--- src/rtl/fifo_pkg.sv ---
// rtl/fifo_pkg.sv - shared FIFO types, default widths and read-side helpers
package fifo_pkg;

    localparam int DEF_DATA_W = 32;

    typedef logic [1:0] occ_t;

    // Room exists for one more read once the current pop is taken into account.
    function automatic logic has_room(occ_t occ, logic inflight, logic pop);
        return ({1'b0, occ} + {2'b00, inflight}) < (3'd2 + {2'b00, pop});
    endfunction

endpackage

--- src/rtl/skid_buf2.sv ---
// rtl/skid_buf2.sv - two-entry register buffer presenting its head entry
module skid_buf2
    import fifo_pkg::*;
#(
    parameter int DATA_W = DEF_DATA_W
) (
    input  logic              clk,
    input  logic              rst_n,
    input  logic              push,
    input  logic              pop,
    input  logic [DATA_W-1:0] din,
    output logic [DATA_W-1:0] head,
    output occ_t              occ
);

    logic [DATA_W-1:0] e0_q, e0_d;
    logic [DATA_W-1:0] e1_q, e1_d;
    occ_t              occ_q, occ_d;

    always_comb begin
        e0_d  = e0_q;
        e1_d  = e1_q;
        occ_d = occ_q;
        case ({push, pop})
            2'b10: begin
                if (occ_q == 2'd0) e0_d = din;
                else               e1_d = din;
                occ_d = occ_q + 2'd1;
            end
            2'b01: begin
                e0_d  = e1_q;
                occ_d = occ_q - 2'd1;
            end
            // Simultaneous push/pop: the new word lands behind whatever stays.
            2'b11: begin
                if (occ_q == 2'd1) begin
                    e0_d = din;
                end else begin
                    e0_d = e1_q;
                    e1_d = din;
                end
            end
            default: ;
        endcase
    end

    always_ff @(posedge clk or negedge rst_n) begin
        if (!rst_n) begin
            e0_q  <= '0;
            e1_q  <= '0;
            occ_q <= 2'd0;
        end else begin
            e0_q  <= e0_d;
            e1_q  <= e1_d;
            occ_q <= occ_d;
        end
    end

    assign head = e0_q;
    assign occ  = occ_q;

endmodule

--- src/rtl/fifo_reader.sv ---
// rtl/fifo_reader.sv - FIFO read engine re-presenting words as a valid/ready stream
module fifo_reader
    import fifo_pkg::*;
#(
    parameter int DATA_W = DEF_DATA_W,
    parameter int CNT_W  = 16
) (
    input  logic              clk,
    input  logic              rst,
    input  logic              en,
    input  logic              fifo_empty,
    input  logic [DATA_W-1:0] fifo_data,
    output logic              fifo_rd,
    output logic              m_valid,
    input  logic              m_ready,
    output logic [DATA_W-1:0] m_data,
    output logic [CNT_W-1:0]  rd_count
);

    occ_t             occ;
    logic             pop;
    logic             inflight_q, inflight_d;
    logic [CNT_W-1:0] count_q, count_d;

    skid_buf2 #(.DATA_W(DATA_W)) u_buf (
        .clk   (clk),
        .rst_n (rst),
        .push  (inflight_q),
        .pop   (pop),
        .din   (fifo_data),
        .head  (m_data),
        .occ   (occ)
    );

    assign m_valid = (occ != 2'd0);
    assign pop     = m_valid & m_ready;

    // Gating with rst keeps the strobe low for the whole reset, not just after the edge.
    always_comb begin
        fifo_rd    = rst & en & ~fifo_empty & has_room(occ, inflight_q, pop);
        inflight_d = fifo_rd;
        count_d    = pop ? count_q + CNT_W'(1) : count_q;
    end

    always_ff @(posedge clk or negedge rst) begin
        if (!rst) begin
            inflight_q <= 1'b0;
            count_q    <= '0;
        end else begin
            inflight_q <= inflight_d;
            count_q    <= count_d;
        end
    end

    assign rd_count = count_q;

    always_ff @(posedge clk) begin
        if (rst) assert (({1'b0, occ} + {2'b00, inflight_q}) <= 3'd2);
    end

endmodule
--- config.mk ---
export PLATFORM = sky130hd
export DESIGN_NAME = fifo_reader
export DESIGN_NICKNAME = d
export VERILOG_FILES = /design/src/rtl/fifo_pkg.sv /design/src/rtl/skid_buf2.sv /design/src/rtl/fifo_reader.sv
export SDC_FILE = /design/constraint.sdc
export NUM_CORES = 1
export LEC_CHECK = 0
export CAP_MARGIN = 20
export CORE_MARGIN = 4
export CORE_UTILIZATION = 45
export CTS_BUF_LIST = sky130_fd_sc_hd__clkbuf_4 sky130_fd_sc_hd__clkbuf_8
export DETAILED_ROUTE_END_ITERATION = 10
export GPL_ROUTABILITY_DRIVEN = 0
export PLACE_DENSITY = 0.78
export SLEW_MARGIN = 20
export SYNTH_ARGS = -nofsm -noshare
export SYNTH_HDL_FRONTEND = slang
export SYNTH_HIERARCHICAL = 1
export SYNTH_SLANG_ARGS = --single-unit
--- constraint.sdc ---
create_clock -name clk -period 5.1 [get_ports clk]
set_clock_uncertainty 0.1 [all_clocks]
set_input_delay 1.02 -clock clk [delete_from_list [all_inputs] [get_ports clk]]
set_output_delay 1.02 -clock clk [all_outputs]
set_load 0.05 [all_outputs]
==> impl_metrics.csv <==
group,metric,value,unit
cts,cts.clk_slew.worst_paths,0.08,ns
finish,fin_nets,466,
timing,tightestPinTransition,0.991,ns
global_routing,overflow,0,
timing,relSlewSlack,33.9,%
critical_path,worstReg2RegStart,"u_buf/occ[0]$_DFFE_PN0P_",
cts,cts-root-buf,"clkbuf_8",
routing,num_vias,2991,
finish,drive_gt1_share,17.9,%
critical_path,crit_start,"m_ready",
power,p_leak,2.11,nW
routing,ant_nets,0,
logic_synthesis,ys_seq_elements,83,
timing,fin_crit,4.20,ns
min_path,hp-start,"rd_count[15]$_DFFE_PN0P_",
logic_synthesis,synth_edf_count,0,
floorplan,rows,34,
logic_synthesis,synthArstFlopShare,100,%
floorplan,die-width,103,um
finish,syn2layout_area_growth,25.4,%
power,ir_drop,292,uV
timing,achievable-frequency,238,MHz
global_routing,grt_pass1_vias,3112,
cts,cts_resized,0,
critical_path,worstPathArrival,3.08,ns
finish,final_area,5050,um2
timing,fin_crit_sh,82.4,%
timing,tns,0,ns
global_routing,track_usage,18.3,%
logic_synthesis,synthFlopType,"dfrtp_1",
logic_synthesis,synth.avg_cell_area,11.7,um2
floorplan,die_area,10500,um2
routing,wl_per_cell,17.3,um
global_routing,antenna_found_initial,0,
critical_path,cp_max_fo,8,
cts,postCtsSetupBuffers,0,
floorplan,start_util,46.2,%
cts,clk_path_buf_depth,2,
placement,place_area,4870,um2
finish,antenna_cells,0,
critical_path,worstPathCellList,"clkdlybuf4s50_1 -> o21ai_1 -> o21ai_0 -> nor4b_1 -> clkdlybuf4s50_1",
floorplan,die-height,103,um
logic_synthesis,ys_types,34,
critical_path,critPathMostFrequentCell,"clkdlybuf4s50_1",
timing,rsz0062_at_grt,"false",
timing,fin_hold_ws,0.389,ns
min_path,hold_path_class,"reg2reg",
logic_synthesis,synth.net_count,390,
critical_path,crit_path_start_kind,"input pin",
critical_path,path_buf_inv,2,
floorplan,core_area,8720,um2
critical_path,critPathTopFamily,"buffers and inverters",
logic_synthesis,seq_area_frac_synth,51.6,%
cts,clk_latency,0.34,ns
critical_path,slowest_stage,"clkdlybuf4s50_1",
cts,holdBufCountCts,0,
global_routing,grt_max_degree,84,
placement,io_buffer_count,86,
routing,drt_wl_total,9.22,mm
timing,maxSlewViolCount,0,
run,drv_cap,0,
critical_path,path_class,"in2out",
logic_synthesis,syn-cell-area,4030,um2
finish,final_util,57.9,%
finish,layout_common_cells,"85 x clkdlybuf4s50_1, 83 x dfrtp_1, 38 x nand3_1",
cts,cts_tree,"built",
critical_path,worstSetupEndpointType,"primary output",
routing,dr.pass1.iters,4,
outcome,status,"finished, final reports clean",
cts,cts.sinks,83,
power,power_density,638,nW/um2
critical_path,critPathMaxStageDelay,0.88,ns
logic_synthesis,synth_warnings,6,
cts,htree_levels,3,
routing,via_per_inst,5.61,
finish,layout_commonest_cell,"clkdlybuf4s50_1",
logic_synthesis,netlist_instances,344,
routing,drcViolationCount,0,
critical_path,cp.required,3.98,ns
placement,dp_hpwl,6.05,mm
global_routing,grt_pass1_wl,15.2,mm
timing,hold_viol_final,0,
routing,drt_iter0_drc,63,
floorplan,num_io_pins,87,
cts,numCtsBuffers,9,
timing,finalSetupViolations,0,
-- area by class of cell --
type	count	area (um2)
clock inverters	4	27.5
repair buffers	91	900
clock buffers	12	146
well taps	108	135
fillers	757	3670
multi-input cells	229	1740
inverters	6	22.5
flip-flops and latches	83	2080
-- report_power, final --
| part | switching [mW] | total, mW | internal [mW] | leakage (nW) |
|---|---|---|---|---|
| Sequential | 0.187 | 1.14 | 0.949 | 0.999 |
| Clock | 0.235 | 0.428 | 0.193 | 0.0829 |
| Combinational | 0.992 | 1.66 | 0.665 | 1.03 |
-- worst reg2reg max path, cell delays in order, from the launching register on --
cell and delay [ns]:
dfrtp_1 0.45, o21ai_1 0.47, inv_1 0.20, ha_2 0.44, nand2b_1 0.56, buf_4 0.35
nand3_1 0.11, a31oi_1 0.19
-- cell usage after synthesis, drive strengths merged (2+ instances only) --
| master | count | area, um2 |
|---|---|---|
| a21oi | 33 | 165 |
| a31oi | 32 | 263 |
| and4 | 3 | 27.5 |
| buf | 18 | 158 |
| clkbuf | 8 | 30.0 |
| dfrtp | 83 | 2080 |
| ha | 9 | 113 |
| inv | 6 | 22.5 |
| mux2 | 32 | 473 |
| nand2 | 9 | 33.8 |
| nand2b | 3 | 18.8 |
| nand3 | 38 | 190 |
| nand4 | 2 | 12.5 |
| nor2 | 7 | 33.8 |
| o21ai | 34 | 170 |
| or2 | 2 | 12.5 |
| xnor2 | 9 | 78.8 |
| xor2 | 8 | 70.1 |
-- routing by layer --
layer | routed length (um) | share of wire [%] | global-route usage [%]
met4 | 148 | 1.6 | 6.36
met3 | 451 | 4.9 | 3.18
met1 | 3970 | 43 | 23.4
met5 | 0 | 0 | 0
met2 | 4650 | 50 | 31.5
-- worst paths after layout --
| path | endpoint | slack [ns] | depth (start not counted) |
|---|---|---|---|
| setup / recovery | fifo_rd | 0.90 | 5 |
| hold / removal | rd_count[15]$_DFFE_PN0P_ | 0.39 | 1 |
| setup reg to reg | u_buf/head[13]$_DFFE_PN0P_ | 2.17 | 7 |
| hold reg to reg | rd_count[15]$_DFFE_PN0P_ | 0.39 | 1 |
| max in group asynchronous | u_buf/occ[1]$_DFFE_PN0P_ | 3.66 | 2 |
| min in group asynchronous | rd_count[7]$_DFFE_PN0P_ | 0.70 | 2 |
-- through the flow --
stage,instances,total power [mW],worst slack [ns]
detailed placement,517,2.80,0.804
global route,533,3.41,0.730
CTS,533,3.25,0.850
finish,533,3.22,0.896
floorplan,344,2.32,0.969
global placement,517,2.76,0.919
-- registers in the layout (all words and copies together), names as in the netlist --
name and count:
u_buf/e1_q 32, u_buf/occ 2, u_buf/head 32, inflight_q 1, rd_count 16
-- cell families (layout without fill, tap and decap cells) --
group / count (synthesis) / after routing / share of synthesized area [%]
buffers and inverters: 32 / 113 / 5.22
adder cells (fa/ha/maj): 9 / 9 / 2.80
AND/OR/NAND/NOR: 70 / 70 / 9.39
flip-flops: 83 / 83 / 51.6
AO/OA/AOI/OAI: 101 / 101 / 15.5
multiplexers: 32 / 32 / 11.7
XOR/XNOR: 17 / 17 / 3.70
Note: power is estimated with default switching activity, not from simulation.
